--- config.mk ---
export PLATFORM = sky130hd
export DESIGN_NAME = i2s_dac_tx
export DESIGN_NICKNAME = d
export VERILOG_FILES = /design/src/rtl/i2s_dac_tx_pkg.sv /design/src/rtl/i2s_dac_tx_sync_fifo.sv /design/src/rtl/i2s_dac_tx.sv
export SDC_FILE = /design/constraint.sdc
export NUM_CORES = 1
export LEC_CHECK = 0
export CAP_MARGIN = 10
export CORE_MARGIN = 3
export CORE_UTILIZATION = 53
export DETAILED_ROUTE_END_ITERATION = 16
export GPL_ROUTABILITY_DRIVEN = 1
export PLACE_DENSITY = 0.81
export SLEW_MARGIN = 20
export SYNTH_ARGS = -nofsm -noshare
export SYNTH_HDL_FRONTEND = slang
export SYNTH_HIERARCHICAL = 1
export SYNTH_SLANG_ARGS = --single-unit
--- constraint.sdc ---
create_clock -name clk_in -period 3 [get_ports clk_in]
set_input_delay 0.9 -clock clk_in [delete_from_list [all_inputs] [get_ports clk_in]]
set_output_delay 0.9 -clock clk_in [all_outputs]
set_load 0.05 [all_outputs]
--- src/rtl/i2s_dac_tx_pkg.sv ---
// Shared types and constants for the I2S DAC transmitter: output sample
// format, saturation limits, frame length and serializer states.
package i2s_dac_tx_pkg;

    typedef logic signed [15:0] sample_t;

    localparam sample_t SAT_MAX   = 16'sh7FFF;
    localparam sample_t SAT_MIN   = 16'sh8000;
    localparam int      FRAME_LEN = 32;

    typedef enum logic {
        IDLE = 1'b0,
        RUN  = 1'b1
    } ser_state_t;

endpackage

--- src/rtl/i2s_dac_tx_sync_fifo.sv ---
// Single-clock FIFO with full/empty flags. A push is accepted when full
// if a pop happens in the same cycle. DEPTH must be a power of two >= 2.
module sync_fifo #(
    parameter int WIDTH = 16,
    parameter int DEPTH = 4
) (
    input  logic             clk_in,
    input  logic             rst_in,
    input  logic             push,
    input  logic [WIDTH-1:0] wdata,
    input  logic             pop,
    output logic [WIDTH-1:0] rdata,
    output logic             full,
    output logic             empty
);

    localparam int AW = $clog2(DEPTH);

    logic [WIDTH-1:0] mem [DEPTH];
    logic [AW-1:0]    wr_ptr;
    logic [AW-1:0]    rd_ptr;
    logic [AW:0]      count;
    logic             do_pop;
    logic             do_push;

    assign empty   = (count == '0);
    assign full    = (count == (AW+1)'(DEPTH));
    assign rdata   = mem[rd_ptr];
    assign do_pop  = pop && !empty;
    assign do_push = push && (!full || do_pop);

    always_ff @(posedge clk_in) begin
        if (do_push) mem[wr_ptr] <= wdata;
    end

    always_ff @(posedge clk_in or negedge rst_in) begin
        if (!rst_in) begin
            wr_ptr <= '0;
            rd_ptr <= '0;
            count  <= '0;
        end else begin
            if (do_push) wr_ptr <= wr_ptr + 1'b1;
            if (do_pop)  rd_ptr <= rd_ptr + 1'b1;
            case ({do_push, do_pop})
                2'b10:   count <= count + 1'b1;
                2'b01:   count <= count - 1'b1;
                default: count <= count;
            endcase
        end
    end

endmodule

--- src/rtl/i2s_dac_tx.sv ---
// Mono I2S transmitter: shifts and saturates the filterbank sum to 16 bits,
// buffers it, and serializes each sample into both slots of a 32-bit frame.
module i2s_dac_tx
    import i2s_dac_tx_pkg::*;
#(
    parameter int SHIFT      = 10,
    parameter int BCLK_DIV   = 4,
    parameter int FIFO_DEPTH = 4
) (
    input  logic               clk_in,
    input  logic               rst_in,
    input  logic               valid_in,
    input  logic signed [31:0] sample_in,
    output logic               bclk_out,
    output logic               lrclk_out,
    output logic               sdata_out,
    output logic               clip_out,
    output logic               overflow_out,
    output logic               underflow_out
);

    localparam int DIV_W = (BCLK_DIV > 2) ? $clog2(BCLK_DIV) : 1;
    localparam int CNT_W = $clog2(FRAME_LEN);
    localparam logic [DIV_W-1:0] DIV_LAST = DIV_W'(BCLK_DIV - 1);
    localparam logic [CNT_W-1:0] CNT_LAST = CNT_W'(FRAME_LEN - 1);
    localparam logic [CNT_W-1:0] LR_FIRST = CNT_W'(FRAME_LEN / 2 - 1);
    localparam logic signed [31:0] SAT_HI = {{16{SAT_MAX[15]}}, SAT_MAX};
    localparam logic signed [31:0] SAT_LO = {{16{SAT_MIN[15]}}, SAT_MIN};

    // ---------------- input stage ----------------
    logic signed [31:0] shifted;
    sample_t            sat_s;
    logic               sat_clip;
    sample_t            s_q;
    logic               s_vld;

    assign shifted = sample_in >>> SHIFT;

    always_comb begin
        sat_s    = shifted[15:0];
        sat_clip = 1'b0;
        if (shifted > SAT_HI) begin
            sat_s    = SAT_MAX;
            sat_clip = 1'b1;
        end else if (shifted < SAT_LO) begin
            sat_s    = SAT_MIN;
            sat_clip = 1'b1;
        end
    end

    always_ff @(posedge clk_in or negedge rst_in) begin
        if (!rst_in) begin
            s_q      <= '0;
            s_vld    <= 1'b0;
            clip_out <= 1'b0;
        end else begin
            s_vld    <= valid_in;
            clip_out <= valid_in && sat_clip;
            if (valid_in) s_q <= sat_s;
        end
    end

    // ---------------- FIFO ----------------
    logic        fifo_pop;
    logic [15:0] fifo_rdata;
    logic        fifo_full;
    logic        fifo_empty;

    sync_fifo #(
        .WIDTH (16),
        .DEPTH (FIFO_DEPTH)
    ) u_fifo (
        .clk_in (clk_in),
        .rst_in (rst_in),
        .push   (s_vld),
        .wdata  (s_q),
        .pop    (fifo_pop),
        .rdata  (fifo_rdata),
        .full   (fifo_full),
        .empty  (fifo_empty)
    );

    // Full is judged after the same-cycle pop, so a pop frees a slot first.
    always_ff @(posedge clk_in or negedge rst_in) begin
        if (!rst_in) overflow_out <= 1'b0;
        else         overflow_out <= s_vld && fifo_full && !fifo_pop;
    end

    // ---------------- serializer ----------------
    ser_state_t       state, state_n;
    logic [DIV_W-1:0] div_cnt, div_n;
    logic             bclk, bclk_n;
    logic [CNT_W-1:0] bit_cnt, bit_n;
    logic [31:0]      sr, sr_n;
    logic             unf_n;

    always_ff @(posedge clk_in or negedge rst_in) begin
        if (!rst_in) begin
            state         <= IDLE;
            div_cnt       <= '0;
            bclk          <= 1'b0;
            bit_cnt       <= '0;
            sr            <= '0;
            underflow_out <= 1'b0;
        end else begin
            state         <= state_n;
            div_cnt       <= div_n;
            bclk          <= bclk_n;
            bit_cnt       <= bit_n;
            sr            <= sr_n;
            underflow_out <= unf_n;
        end
    end

    // The IDLE->RUN cycle already counts as the first divider tick, and
    // bit_cnt is parked at the last slot so the first bclk fall loads a frame.
    always_comb begin
        state_n  = state;
        div_n    = div_cnt;
        bclk_n   = bclk;
        bit_n    = bit_cnt;
        sr_n     = sr;
        unf_n    = 1'b0;
        fifo_pop = 1'b0;
        case (state)
            IDLE: begin
                if (!fifo_empty) begin
                    state_n = RUN;
                    div_n   = DIV_W'(1);
                    bit_n   = CNT_LAST;
                end
            end
            RUN: begin
                if (div_cnt == DIV_LAST) begin
                    div_n  = '0;
                    bclk_n = ~bclk;
                    if (bclk) begin
                        bit_n = bit_cnt + 1'b1;
                        if (bit_cnt == CNT_LAST) begin
                            if (fifo_empty) begin
                                sr_n  = '0;
                                unf_n = 1'b1;
                            end else begin
                                sr_n     = {fifo_rdata, fifo_rdata};
                                fifo_pop = 1'b1;
                            end
                        end else begin
                            sr_n = {sr[30:0], 1'b0};
                        end
                    end
                end else begin
                    div_n = div_cnt + 1'b1;
                end
            end
            default: state_n = IDLE;
        endcase
    end

    assign bclk_out  = bclk;
    assign sdata_out = sr[31];
    assign lrclk_out = (bit_cnt >= LR_FIRST) && (bit_cnt != CNT_LAST);

endmodule

After elaboration in Yosys (flattened, before gate mapping)
Memories as Yosys holds them, arrays and structs flattened.
Cells that the tools add are included.
W data, S select, Z words.
{ "word_totals": {"register_bits": 68, "mem_bits_rw": 64, "inputBits": 35, "output_inout_bits": 6, "elab_cells": 76, "mem_count": 1} }
{ "mem_list": {"columns": ["name", "depth", "width", "read_ports", "rd_clocked_by_memory_dff", "write_ports", "line_no", "source"], "rows": [
  ["u_fifo.mem", 4, 16, 1, 0, 1, "i2s_dac_tx_sync_fifo.sv:19", "logic [WIDTH-1:0] mem [DEPTH];"]
]} }
{ "classes": {"addsub": 6, "order_cmp": 3, "eq_ne": 9, "muxes": 27, "n_bitwise": 2, "n_reduce_logical": 15} }
{ "op_table": {"columns": ["operator", "count"], "rows": [
  ["$mux W32", 2],
  ["$mux W16", 2],
  ["$gt A22 B16 Y1 const B", 1],
  ["$lt A22 B16 Y1 const B", 1],
  ["$mux W1", 15],
  ["$mux W5", 3],
  ["$pmux W5 S2", 1],
  ["$add A2 B1 Y2 const B", 3],
  ["$logic_and A1 B1 Y1", 6],
  ["$pmux W3 S2", 1],
  ["$reduce_and A3 Y1", 2],
  ["$add A5 B1 Y5 const B", 1],
  ["$eq A5 B5 Y1 const B", 1],
  ["$ge A5 B4 Y1 const B", 1],
  ["$ne A5 B5 Y1 const B", 1],
  ["$eq A2 B2 Y1 const B", 2],
  ["$mux W2", 2],
  ["$ne A2 B1 Y1 const B", 2],
  ["$pmux W2 S2", 1],
  ["$add A3 B1 Y3 const B", 1],
  ["$eq A3 B3 Y1 const B", 1],
  ["$logic_not A1 Y1", 3],
  ["$logic_not A3 Y1", 1],
  ["$sub A3 B1 Y3 const B", 1],
  ["other kinds (6)", 7]
]} }

Logic depth before layout (Yosys ltp)
{ "depth": {"word_depth": 11, "depth_mapped": 12, "depth_no_buf": 11} }

Modules after synthesis
Netlist, hierarchy kept.
{ "modules_own_cells": {"columns": ["mod", "n_inst", "cells_per_inst", "area_each_um2", "seq_area_each_um2"], "rows": [
  ["i2s_dac_tx", 1, 306, 2890.3, 1526.5],
  ["sync_fifo", 1, 132, 2840.2, 2097.0]
]} }

Worst setup path before layout
No wires, ideal clock.
{ "synth_path": {"path_kind": "register to register", "from": "register bit_cnt[0]", "to": "register u_fifo.count[1]", "setup_time_ps": 87, "arrival_time_ps": 2767, "t_required_ps": 2913, "path_slack_ps": 146, "stages_incl_launch_ff": 13, "n_path_buf": 1, "synth_period_minus_slack_ps": 2854, "cell_sequence": "dfrtp_1 -> ha_1 -> and3_1 -> ha_1 -> inv_1 -> nor3_1 -> buf_2 -> o31a_1 -> or2b_1 -> fa_1 -> o21ba_2 -> o211ai_1 -> a22oi_1"} }
{ "synth_between": {"elab_chain_cells": 10, "elab_cells_between_ends": 12, "classes_between": "eq/ne: 3; mux: 5; reduce/logical: 4"} }
{ "synth_lines": {"columns": ["item", "line_no", "source"], "rows": [
  ["start, declared", "i2s_dac_tx.sv:93", "logic [CNT_W-1:0] bit_cnt, bit_n;"],
  ["start signal, assigned", "i2s_dac_tx.sv:109", "bit_cnt <= bit_n;"],
  ["$eq A5 B5 Y1 (*)", "i2s_dac_tx.sv:139", "if (bit_cnt == CNT_LAST) begin"],
  ["$mux W1 (*)", "i2s_dac_tx.sv:139", null],
  ["$mux W1 (*)", "i2s_dac_tx.sv:137", "if (bclk) begin"],
  ["$mux W1 (*)", "i2s_dac_tx.sv:134", "if (div_cnt == DIV_LAST) begin"],
  ["$mux W1 (*)", "i2s_dac_tx.sv:125", "case (state)"],
  ["named net fifo_pop", "i2s_dac_tx.sv:64", "logic fifo_pop;"],
  ["$logic_and A1 B1 Y1 (*)", "i2s_dac_tx_sync_fifo.sv:29", "assign do_pop = pop && !empty;"],
  ["$logic_or A1 B1 Y1", "i2s_dac_tx_sync_fifo.sv:30", "assign do_push = push && (!full || do_pop);"],
  ["$logic_and A1 B1 Y1", "i2s_dac_tx_sync_fifo.sv:30", null],
  ["$eq A2 B1 Y1 or $eq A2 B2 Y1 (tied branches)", "i2s_dac_tx_sync_fifo.sv:44", "case ({do_push, do_pop})"],
  ["$pmux W3 S2 or $reduce_bool A2 Y1 (tied branches)", null, null],
  ["end signal, assigned", "i2s_dac_tx_sync_fifo.sv:45", "2'b10: count <= count + 1'b1;"],
  ["end signal, assigned", "i2s_dac_tx_sync_fifo.sv:46", "2'b01: count <= count - 1'b1;"],
  ["end signal, assigned", "i2s_dac_tx_sync_fifo.sv:47", "default: count <= count;"],
  ["end, declared", "i2s_dac_tx_sync_fifo.sv:22", "logic [AW:0] count;"]
]} }
Mark *: on every way through the listed nets, which the timed path passes. The rest lies on a longest branch.
A chain may end at the register's enable or synchronous reset.

Worst setup path in the final report
{ "layout_path": {"from": "register bit_cnt[0]", "to": "register u_fifo.count[2]"} }
The elaborated chain is that of the path after synthesis.

==> results.sh <==
export IMPL_drc_errors=0
export IMPL_initial_core_util=0.550
export IMPL_diodes=0
export IMPL_path_clk_slew_ns=0.06
export IMPL_drv_slew=0
export IMPL_drt_pass1_iterations=5
export IMPL_drt_wl_total_mm=10.5
export IMPL_hold_viol=0
export IMPL_yosysUniqueCellTypes=42
export IMPL_ys_ff_latch=132
export IMPL_dr_wl_met2_mm=5.57
export IMPL_placed_cells=585
export IMPL_fillerInstances=747
export IMPL_skew_ns=0.00965
export IMPL_worstPathMaxFanout=5
export IMPL_leakagePower_nw=2.49
export IMPL_worstPathArrival_ns=3.24
export IMPL_synth_nets=481
export IMPL_power_w=0.00623
export IMPL_post_route_period_util=0.935
export IMPL_chipHeight_um=110
export IMPL_area_growth_pct=17.6
export IMPL_final_layout_size_suffix_gt1_frac=0.158
export IMPL_rsz0062_at_grt="no"
export IMPL_wl_per_cell_um=17.0
export IMPL_cts_buffers=17
export IMPL_ant_nets=0
export IMPL_required_ns=3.44
export IMPL_row_count=37
export IMPL_grt_first_pass_wirelength_mm=17.6
export IMPL_drt_met1_wl_mm=4.38
export IMPL_fin_nets=511
export IMPL_slowest_delay_ns=0.41
export IMPL_cpMostUsedCell="ha_1"
export IMPL_cts_sinks=132
export IMPL_stdcell_area_sq_um=6740
export IMPL_syn_area_per_cell_sq_um=13.1
export IMPL_viasPerCell=5.88
export IMPL_drt_iter0_drc=225
export IMPL_grt_pass1_vias=3585
export IMPL_ys_seq_area_frac=0.632
export IMPL_hpwlAfterDp_mm=6.52
export IMPL_startpoint_type="flip-flop"
export IMPL_route_met3_wl_um=445
export IMPL_clk_latency_ns=0.52
export IMPL_ys_warn_count=6
export IMPL_min_period_ns=2.80
export IMPL_drv_cap=0
export IMPL_timing_fmax_mhz=357
export IMPL_final_cell_mix="68 x dfrtp_1, 65 x nor2_1, 64 x edfxtp_1, 31 x a221oi_1, 28 x clkdlybuf4s50_1"
export IMPL_critical_path_class="flip-flop to flip-flop"
export IMPL_placed_area_sq_um=6150
export IMPL_tightestPinTransition_ns=0.824
export IMPL_grt_total_usage=0.191
export IMPL_cp_end_kind="flip-flop"
export IMPL_synth_edff_count=64
export IMPL_layout_commonest_cell="dfrtp_1"
export IMPL_fin_util=0.647
export IMPL_coreArea_sq_um=10400
export IMPL_crit_chain="ha_1, and3_1, ha_1, inv_1, nor3_2, o31a_1, or2b_1, fa_1, nand2b_1, o32ai_2, xor2_1"
export IMPL_design_portCount=41
export IMPL_fin_cells=617
export IMPL_cts_tree="built"
export IMPL_synthCells=438
export IMPL_worst_ir_drop_vdd_v=0.000370
export IMPL_crit_path_top_delay_cell="dfrtp_1"
export IMPL_ctsLongestPathBuffers=2
export IMPL_grt_max_degree=69
export IMPL_die_w_um=110
export IMPL_gp_congestion=0.728
export IMPL_top_layer="met4"
export IMPL_ff_latch_area_sq_um=3620
export IMPL_powerDensity_nw_per_um2=924
export IMPL_antenna_found_initial=0
export IMPL_relSlewSlack=0.450
export IMPL_final_setup_tns_ns=0
export IMPL_fp_dieArea_sq_um=12100
export IMPL_ys_flop_type="dfrtp_1"
export IMPL_hold_path_class="input pin to async pin"
export IMPL_cts_setup_buffers=0
export IMPL_ctsRootBufferMaster="clkbuf_8"
export IMPL_multi_input_area_sq_um=1920
export IMPL_grt_overflow=0
export IMPL_crit_family="simple AND/OR/NAND/NOR gates"
export IMPL_async_reset_ff_frac=0.515
export IMPL_htreeDepth=4
export IMPL_syn_cell_area_sq_um=5730
export IMPL_setup_violations=0
export IMPL_port_buffers=30
export IMPL_status="completed"
export IMPL_dr_total_vias=3625
export IMPL_cp_buffers_inverters=1
## logic make-up after synthesis
family,Yosys count,synth area share
compound gates,94,0.118
xor+xnor,9,0.0138
fa+ha+maj,8,0.0188
buf+inv,41,0.0341
flops,132,0.632
mux,21,0.0725
simple gates,133,0.110
## routing by layer
metal / track usage / vias to the layer above
met2: 0.321 / 105
met1: 0.240 / 1795
met5: 0 / -
li1: - / 1712
met3: 0.0530 / 13
met4: 0.0668 / 0
## Yosys cell counts (all sizes together) (2+ instances only)
| cell type | number | area share |
|---|---|---|
| xnor2 | 3 | 0.0046 |
| nand4 | 2 | 0.0022 |
| xor2 | 6 | 0.0092 |
| clkbuf | 17 | 0.011 |
| buf | 17 | 0.018 |
| a221oi | 31 | 0.047 |
| ha | 7 | 0.015 |
| o21ai | 21 | 0.018 |
| dfrtp | 68 | 0.30 |
| mux4 | 16 | 0.063 |
| nand2b | 2 | 0.0022 |
| mux2 | 4 | 0.0079 |
| edfxtp | 64 | 0.34 |
| a21oi | 18 | 0.016 |
| a22o | 15 | 0.023 |
| nor3 | 20 | 0.017 |
| inv | 7 | 0.0046 |
| nor2b | 2 | 0.0026 |
| nand3 | 20 | 0.017 |
| and2 | 4 | 0.0044 |
| nor2 | 65 | 0.043 |
| nand2 | 10 | 0.0066 |
| and3 | 4 | 0.0046 |
## path summary, 6_finish.rpt
check,from,end,slack [ns],cells past startpoint
max,bit_cnt[0]$_DFFE_PN0P_,u_fifo/count[2]$_DFFE_PN0P_,0.20,11
min,rst_in,sr[19]$_DFFE_PN0P_,0.39,2
max reg2reg,bit_cnt[0]$_DFFE_PN0P_,u_fifo/count[2]$_DFFE_PN0P_,0.20,11
min reg2reg,sr[0]$_DFFE_PN0P_,sr[0]$_DFFE_PN0P_,0.50,2
max in group asynchronous,rst_in,s_q[7]$_DFFE_PN0P_,2.30,2
min in group clk_in,sr[0]$_DFFE_PN0P_,sr[0]$_DFFE_PN0P_,0.50,2
## timing repair
item / in CTS / in global routing
resized for setup: 0 / 1
endpoints found under the setup margin: 0 / 2
hold buffers: 0 / 0
## sequential cells by signal, summed over array words and instances (netlist names)
register / cells
u_fifo/wr_ptr: 2
sr: 32
bclk_out: 1
clip_out: 1
div_cnt: 2
bit_cnt: 5
u_fifo/mem: 64
s_q: 16
state: 1
s_vld: 1
u_fifo/count: 3
u_fifo/rd_ptr: 2
underflow_out: 1
overflow_out: 1
## layout make-up
cell class                      count  area share
Timing Repair Buffer               45      0.0620
Multi-Input combinational cell    265       0.286
Sequential cell                   132       0.538
Clock buffer                       17      0.0614
Tap cell                          136      0.0252
Clock inverter                     15      0.0243
Inverter                            7     0.00390
## metrics by stage
stage / hold slack [ns] / setup WS, ns
3_3_place_gp: 0.457 / 0.282
5_1_grt: 0.407 / 0.0228
3_5_place_dp: 0.491 / 0.191
2_1_floorplan: 0.439 / 0.146
6_report: 0.387 / 0.196
4_1_cts: 0.407 / 0.148
## power by group
group / switching, W / internal, W / leakage, nW
logic: 0.000889 / 0.000643 / 0.849
registers: 0.000304 / 0.00242 / 1.36
clock network: 0.000834 / 0.00114 / 0.284
(Power assumes the default switching activity.)
